File: src/rtl/tt_proj_mux_ctrl.sv
// Project-select controller: serial address shadow, break-before-make slot switching
// (gap, forced project reset, run) and output return mux for the selected slot.
module tt_proj_mux_ctrl #(
  parameter int unsigned NUM_PROJ   = 12,
  parameter int unsigned ADDR_W     = 4,
  parameter int unsigned GAP_CYCLES = 4,
  parameter int unsigned RST_CYCLES = 8,
  parameter int unsigned IW_W       = 18,
  parameter int unsigned OW_W       = 24
) (
  input  logic                     clk,
  input  logic                     rst_n,
  input  logic                     sel_dat,
  input  logic                     sel_shift,
  input  logic                     sel_load,
  input  logic [IW_W-1:0]          chip_iw,
  input  logic [NUM_PROJ*OW_W-1:0] proj_ow,
  output logic [NUM_PROJ-1:0]      proj_ena,
  output logic [NUM_PROJ*IW_W-1:0] proj_iw,
  output logic [OW_W-1:0]          chip_ow,
  output logic [ADDR_W-1:0]        cur_sel,
  output logic                     active,
  output logic                     busy
);

  localparam int unsigned CntMax = (GAP_CYCLES > RST_CYCLES) ? GAP_CYCLES : RST_CYCLES;
  localparam int unsigned CntW   = $clog2(CntMax) + 1;
  localparam logic [ADDR_W:0] NumProjW = (ADDR_W + 1)'(NUM_PROJ);

  typedef enum logic [1:0] {StOff, StGap, StRst, StRun} state_e;

  state_e              state_q, state_d;
  logic [CntW-1:0]     cnt_q, cnt_d;
  logic [ADDR_W-1:0]   shadow_q, shadow_d;
  logic [ADDR_W-1:0]   cur_sel_q, cur_sel_d;
  logic [NUM_PROJ-1:0] ena_q, ena_d;
  logic                rst_force_q, rst_force_d;
  logic                busy_q, busy_d;
  logic                active_q, active_d;
  logic [OW_W-1:0]     chip_ow_q, chip_ow_d;

  always_comb begin
    state_d   = state_q;
    cnt_d     = cnt_q;
    cur_sel_d = cur_sel_q;
    shadow_d  = sel_shift ? {shadow_q[ADDR_W-2:0], sel_dat} : shadow_q;

    unique case (state_q)
      StOff, StRun: begin
        if (sel_load) begin
          cur_sel_d = shadow_q;
          cnt_d     = CntW'(GAP_CYCLES - 1);
          state_d   = StGap;
        end
      end
      StGap: begin
        if (cnt_q == '0) begin
          if ({1'b0, cur_sel_q} >= NumProjW) begin
            state_d = StOff;
          end else begin
            cnt_d   = CntW'(RST_CYCLES - 1);
            state_d = StRst;
          end
        end else begin
          cnt_d = cnt_q - 1'b1;
        end
      end
      StRst: begin
        if (cnt_q == '0) begin
          state_d = StRun;
        end else begin
          cnt_d = cnt_q - 1'b1;
        end
      end
      default: state_d = StOff;
    endcase

    // Registered outputs are decoded from the next state so they change on the entering edge.
    ena_d = '0;
    for (int k = 0; k < NUM_PROJ; k++) begin
      ena_d[k] = ((state_d == StRst) || (state_d == StRun)) &&
                 ({1'b0, cur_sel_d} == (ADDR_W + 1)'(k));
    end
    rst_force_d = (state_d == StRst);
    busy_d      = (state_d == StGap) || (state_d == StRst);
    active_d    = (state_d == StRun);

    chip_ow_d = '0;
    for (int k = 0; k < NUM_PROJ; k++) begin
      if (ena_d[k]) chip_ow_d = proj_ow[k*OW_W +: OW_W];
    end
  end

  always_ff @(posedge clk or negedge rst_n) begin
    if (!rst_n) begin
      state_q     <= StOff;
      cnt_q       <= '0;
      shadow_q    <= '0;
      cur_sel_q   <= '0;
      ena_q       <= '0;
      rst_force_q <= 1'b0;
      busy_q      <= 1'b0;
      active_q    <= 1'b0;
      chip_ow_q   <= '0;
    end else begin
      state_q     <= state_d;
      cnt_q       <= cnt_d;
      shadow_q    <= shadow_d;
      cur_sel_q   <= cur_sel_d;
      ena_q       <= ena_d;
      rst_force_q <= rst_force_d;
      busy_q      <= busy_d;
      active_q    <= active_d;
      chip_ow_q   <= chip_ow_d;
    end
  end

  // Pad inputs pass combinationally; only the enabled slot sees them, with rst_n held low in RST.
  always_comb begin
    proj_iw = '0;
    for (int k = 0; k < NUM_PROJ; k++) begin
      if (ena_q[k]) proj_iw[k*IW_W +: IW_W] = chip_iw & ~(IW_W'(rst_force_q) << 1);
    end
  end

  assign proj_ena = ena_q;
  assign chip_ow  = chip_ow_q;
  assign cur_sel  = cur_sel_q;
  assign active   = active_q;
  assign busy     = busy_q;

endmodule

File: config.mk
export PLATFORM = sky130hd
export DESIGN_NAME = tt_proj_mux_ctrl
export DESIGN_NICKNAME = d
export VERILOG_FILES = /design/src/rtl/tt_proj_mux_ctrl.sv
export SDC_FILE = /design/constraint.sdc
export NUM_CORES = 1
export LEC_CHECK = 0
export CAP_MARGIN = 10
export CORE_AREA = 2 2 224 226
export CTS_CLUSTER_SIZE = 40
export DETAILED_ROUTE_END_ITERATION = 8
export DIE_AREA = 0 0 226 228
export PLACE_DENSITY = 0.48
export SLEW_MARGIN = 20
export SYNTH_ARGS = -nofsm -noshare
export SYNTH_HDL_FRONTEND = slang
export SYNTH_SLANG_ARGS = --single-unit
File: constraint.sdc
create_clock -name clk -period 4.1 [get_ports clk]
set_clock_uncertainty 0.1 [all_clocks]
set_input_delay 0.82 -clock clk [delete_from_list [all_inputs] [get_ports clk]]
set_output_delay 0.82 -clock clk [all_outputs]
set_load 0.01 [all_outputs]
==> key figures <==
Yosys
  – Synth top area share: 23.18%
  – Mapped Area: 5829 µm²
  – Sequential element share of the synthesized area: 22.75%
  – Post-synth top cells: and2_1 (216), a21oi_1 (62), dfrtp_1 (53)
  – Synth top area cells: and2_1 (23%), dfrtp_1 (23%), a22oi_1 (6.1%), a21oi_1 (5.3%), o22ai_1 (3.5%)
  – Synth Flop Type: dfrtp_1
  – Syn nets: 1,086
  – Ys async rst share: 100.0%
  – Synth Register Bits: 53
  – Warnings from Yosys: 0
  – Mapped Cells: 770
  – EDFF count, synth: 0
  – Leading area contributor after synthesis: and2_1
  – Top-count cell post-synth: and2_1
  – Synth Area per Inst: 7.571 µm²
  – Netlist cell types: 67

STA
  – Hold slack: 0.4122 ns
  – Tmin final: 3.735 ns
  – Final slew viol count: 0
  – Slew margin rel.: 50.15%
  – Final setup vio count: 0
  – Slew @ Worst Pin: 0.7449 ns
  – Fin crit share: 91.10%
  – Setup TNS: 0 ns
  – Peak Freq: 0.2677 GHz
  – Final number of hold-violating endpoints: 0
  – RSZ-0062 raised after global routing: no

Placement
  – Placer Congestion: 0.8793
  – Input/output buffers: 568
  – Placed instance count: 1,980
  – Detail Placement HPWL: 43,170 µm

Flow run
  – Max cap viols: 0

Detailed routing
  – Detailed Route Iter0 Violations: 377
  – Via/cell ratio: 4.220
  – Wire length per cell: 25.40 µm
  – Final ANT Viol Nets: 0
  – Drt pass-1 iters: 5
  – Via count: 8,428
  – Final wirelength: 50,720 µm
  – DR DRC count: 0

Floorplanning
  – Starting density of the core: 11.81%
  – DIE HEIGHT: 228 µm
  – Number of rows in the core area: 82
  – Die W: 226 µm
  – Core area: 49,350 µm²
  – Die area: 51,530 µm²
  – Io pins: 569

Run status
  – Status: completed

Critical path
  – CP max-delay cell: dfrtp_1
  – Reg2reg setup slack: 0.36 ns
  – Worst path bufs/invs: 3
  – Crit Path Class: reg2reg
  – Critical Path AT: 3.82 ns
  – Critical path endpoint category: register
  – CP top delay family: compound AO/OA/AOI/OAI gates
  – Crit path max fanout: 14
  – Max stage delay on crit path: 0.42 ns
  – Cell Chain, Critical Path: inv_1 > ha_1 > nor2b_1 > nor2b_1 > nor2_1 > a31oi_1 > a21oi_1 > o22ai_1 > ha_1 > nor2_1 > buf_4 > o32a_1 > buf_4 > o221ai_1 > o22ai_1
  – FF-to-FF path depth: 15
  – Setup crit start kind: register
  – Critical Path RT: 4.19 ns
  – Critical Path Stages: 15

Cells and area
  – Fraction of layout cells with a size suffix above 1: 6.383%
  – Final instance count without filler cells: 1,997
  – Syn-to-layout area delta: 114.7%
  – Filler cell count: 5,439
  – Final nets: 1,631

Clock network
  – Clock root buffer master: clkbuf_16
  – Number of buffers created by CTS: 5
  – Clock sinks: 53
  – Post-CTS setup buffer count: 0
  – Post-CTS Hold Fix Bufs: 0
  – Clock tree buffer depth: 2
  – Worst skew pair latency: 0.32 ns
  – H-tree levels: 2
  – Post-CTS Resized: 0
  – CTS tree: done
  – CTS clk-pin slew, worst paths: 0.09 ns

Global route
  – GRT overflow: 0
  – GRT Resource Usage Total: 18.95%
  – Pin count of the biggest net entering global routing: 31
  – First-pass GRT wire length: 68,370 µm
  – Initial antenna violation count: 17
  – Vias in the first global route: 8,764

Min path
  – Worst hold path type: reg2reg
  – Hold Path Cell Cnt: 1

Power and ir drop
  – Peak supply drop: 0.2170 mV
  – Leak: 0.004605 µW
  – Power per cell area: 394.8 nW/µm²
[layout by cell type (no fill, tap or decap), types with 4 or more instances in the layout]
| master | Yosys | layout |
|---|---|---|
| a2111oi_0 | 4 | 4 |
| nand3_2 | 4 | 4 |
| inv_1 | 9 | 9 |
| o22ai_1 | 33 | 33 |
| o21a_1 | 4 | 4 |
| a22oi_1 | 47 | 47 |
| o2bb2ai_1 | 4 | 4 |
| a221oi_1 | 11 | 11 |
| ha_1 | 5 | 5 |
| nor4_1 | 5 | 5 |
| a211oi_1 | 4 | 4 |
| nor2b_1 | 4 | 4 |
| a21oi_1 | 62 | 62 |
| o221ai_1 | 4 | 4 |
| clkdlybuf4s50_1 | 0 | 567 |
| a211o_1 | 4 | 4 |
| clkbuf_16 | 0 | 5 |
| dfrtp_1 | 53 | 53 |
| buf_4 | 5 | 39 |
| mux2_2 | 8 | 8 |
| o21ai_0 | 14 | 14 |
| a2bb2oi_1 | 8 | 8 |
| nand2_1 | 33 | 33 |
| o22a_1 | 7 | 7 |
| nor3_1 | 8 | 8 |
| inv_2 | 7 | 7 |
| nor2_1 | 52 | 52 |
| diode_2 | 0 | 9 |
| a222oi_1 | 12 | 12 |
| a22o_1 | 6 | 6 |
| nand2b_1 | 4 | 4 |
| o21ai_1 | 13 | 13 |
| o211ai_1 | 4 | 4 |
| and2_1 | 216 | 216 |
[layout make-up]
class,instances,area (µm²),share of cell area [%]
repair buffers,608,5993,47.90
clock buffers,5,125.1,0.9999
inverters,16,60.06,0.4800
clock inverters,3,25.02,0.2000
diodes,9,22.52,0.1800
multi-input cells,631,4120,32.93
well taps,672,840.8,6.719
flip-flops and latches,53,1326,10.60
[report_power, final]
part | internal (µW) | switching (µW) | total, µW | leakage [µW]
registers | 679 | 191 | 870 | 0.000707
logic | 1520 | 2070 | 3590 | 0.00383
clock network | 231 | 245 | 477 | 0.0000705
total | 2430 | 2510 | 4940 | 0.00460
[cells by family after synthesis]
kind of cell             synth area share, %
multiplexers                           1.932
AND/OR/NAND/NOR                        34.28
flip-flops                             22.75
adder cells (fa/ha/maj)                1.073
buffers and inverters                  6.847
AO/OA/AOI/OAI                          33.12
[per-stage QoR]
step | util (%) | cell area [µm²] | total power (µW) | setup WS, ns
6_report | 25.36 | 12510 | 4940 | 0.3648
3_5_place_dp | 25.01 | 12340 | 4508 | 0.06654
3_3_place_gp | 25.01 | 12340 | 4520 | 0.03306
2_1_floorplan | - | 5829 | 2674 | 0.7322
5_1_grt | 25.35 | 12510 | 5251 | 0.03076
4_1_cts | 25.31 | 12490 | 5003 | 0.2480
[state kept, by name, indices dropped and copies added, names as in the netlist]
signal       flops
chip_ow         24
proj_ena        12
shadow_q         4
active           1
busy             1
rst_force_q      1
cnt_q            4
cur_sel          4
state_q          2
[per-layer routing]
layer / track usage, % / vias up / wire (µm)
met5: 0 / - / 74
met3: 4.508 / 66 / 3572
met4: 6.788 / 10 / 1400
met2: 37.79 / 487 / 28050
li1: - / 3896 / -
met1: 18.54 / 3969 / 17620
[path summary, 6_finish.rpt]
path	from	end
worst max-delay path	cnt_q[0]	chip_ow[19]
worst min register to register	cnt_q[3]	cnt_q[3]
max in group asynchronous	rst_n	chip_ow[22]
worst min-delay path	cnt_q[3]	cnt_q[3]
min in group asynchronous	rst_n	shadow_q[1]
worst max register to register	cnt_q[0]	chip_ow[19]
No activity file was read; power rests on OpenSTA's default activity.
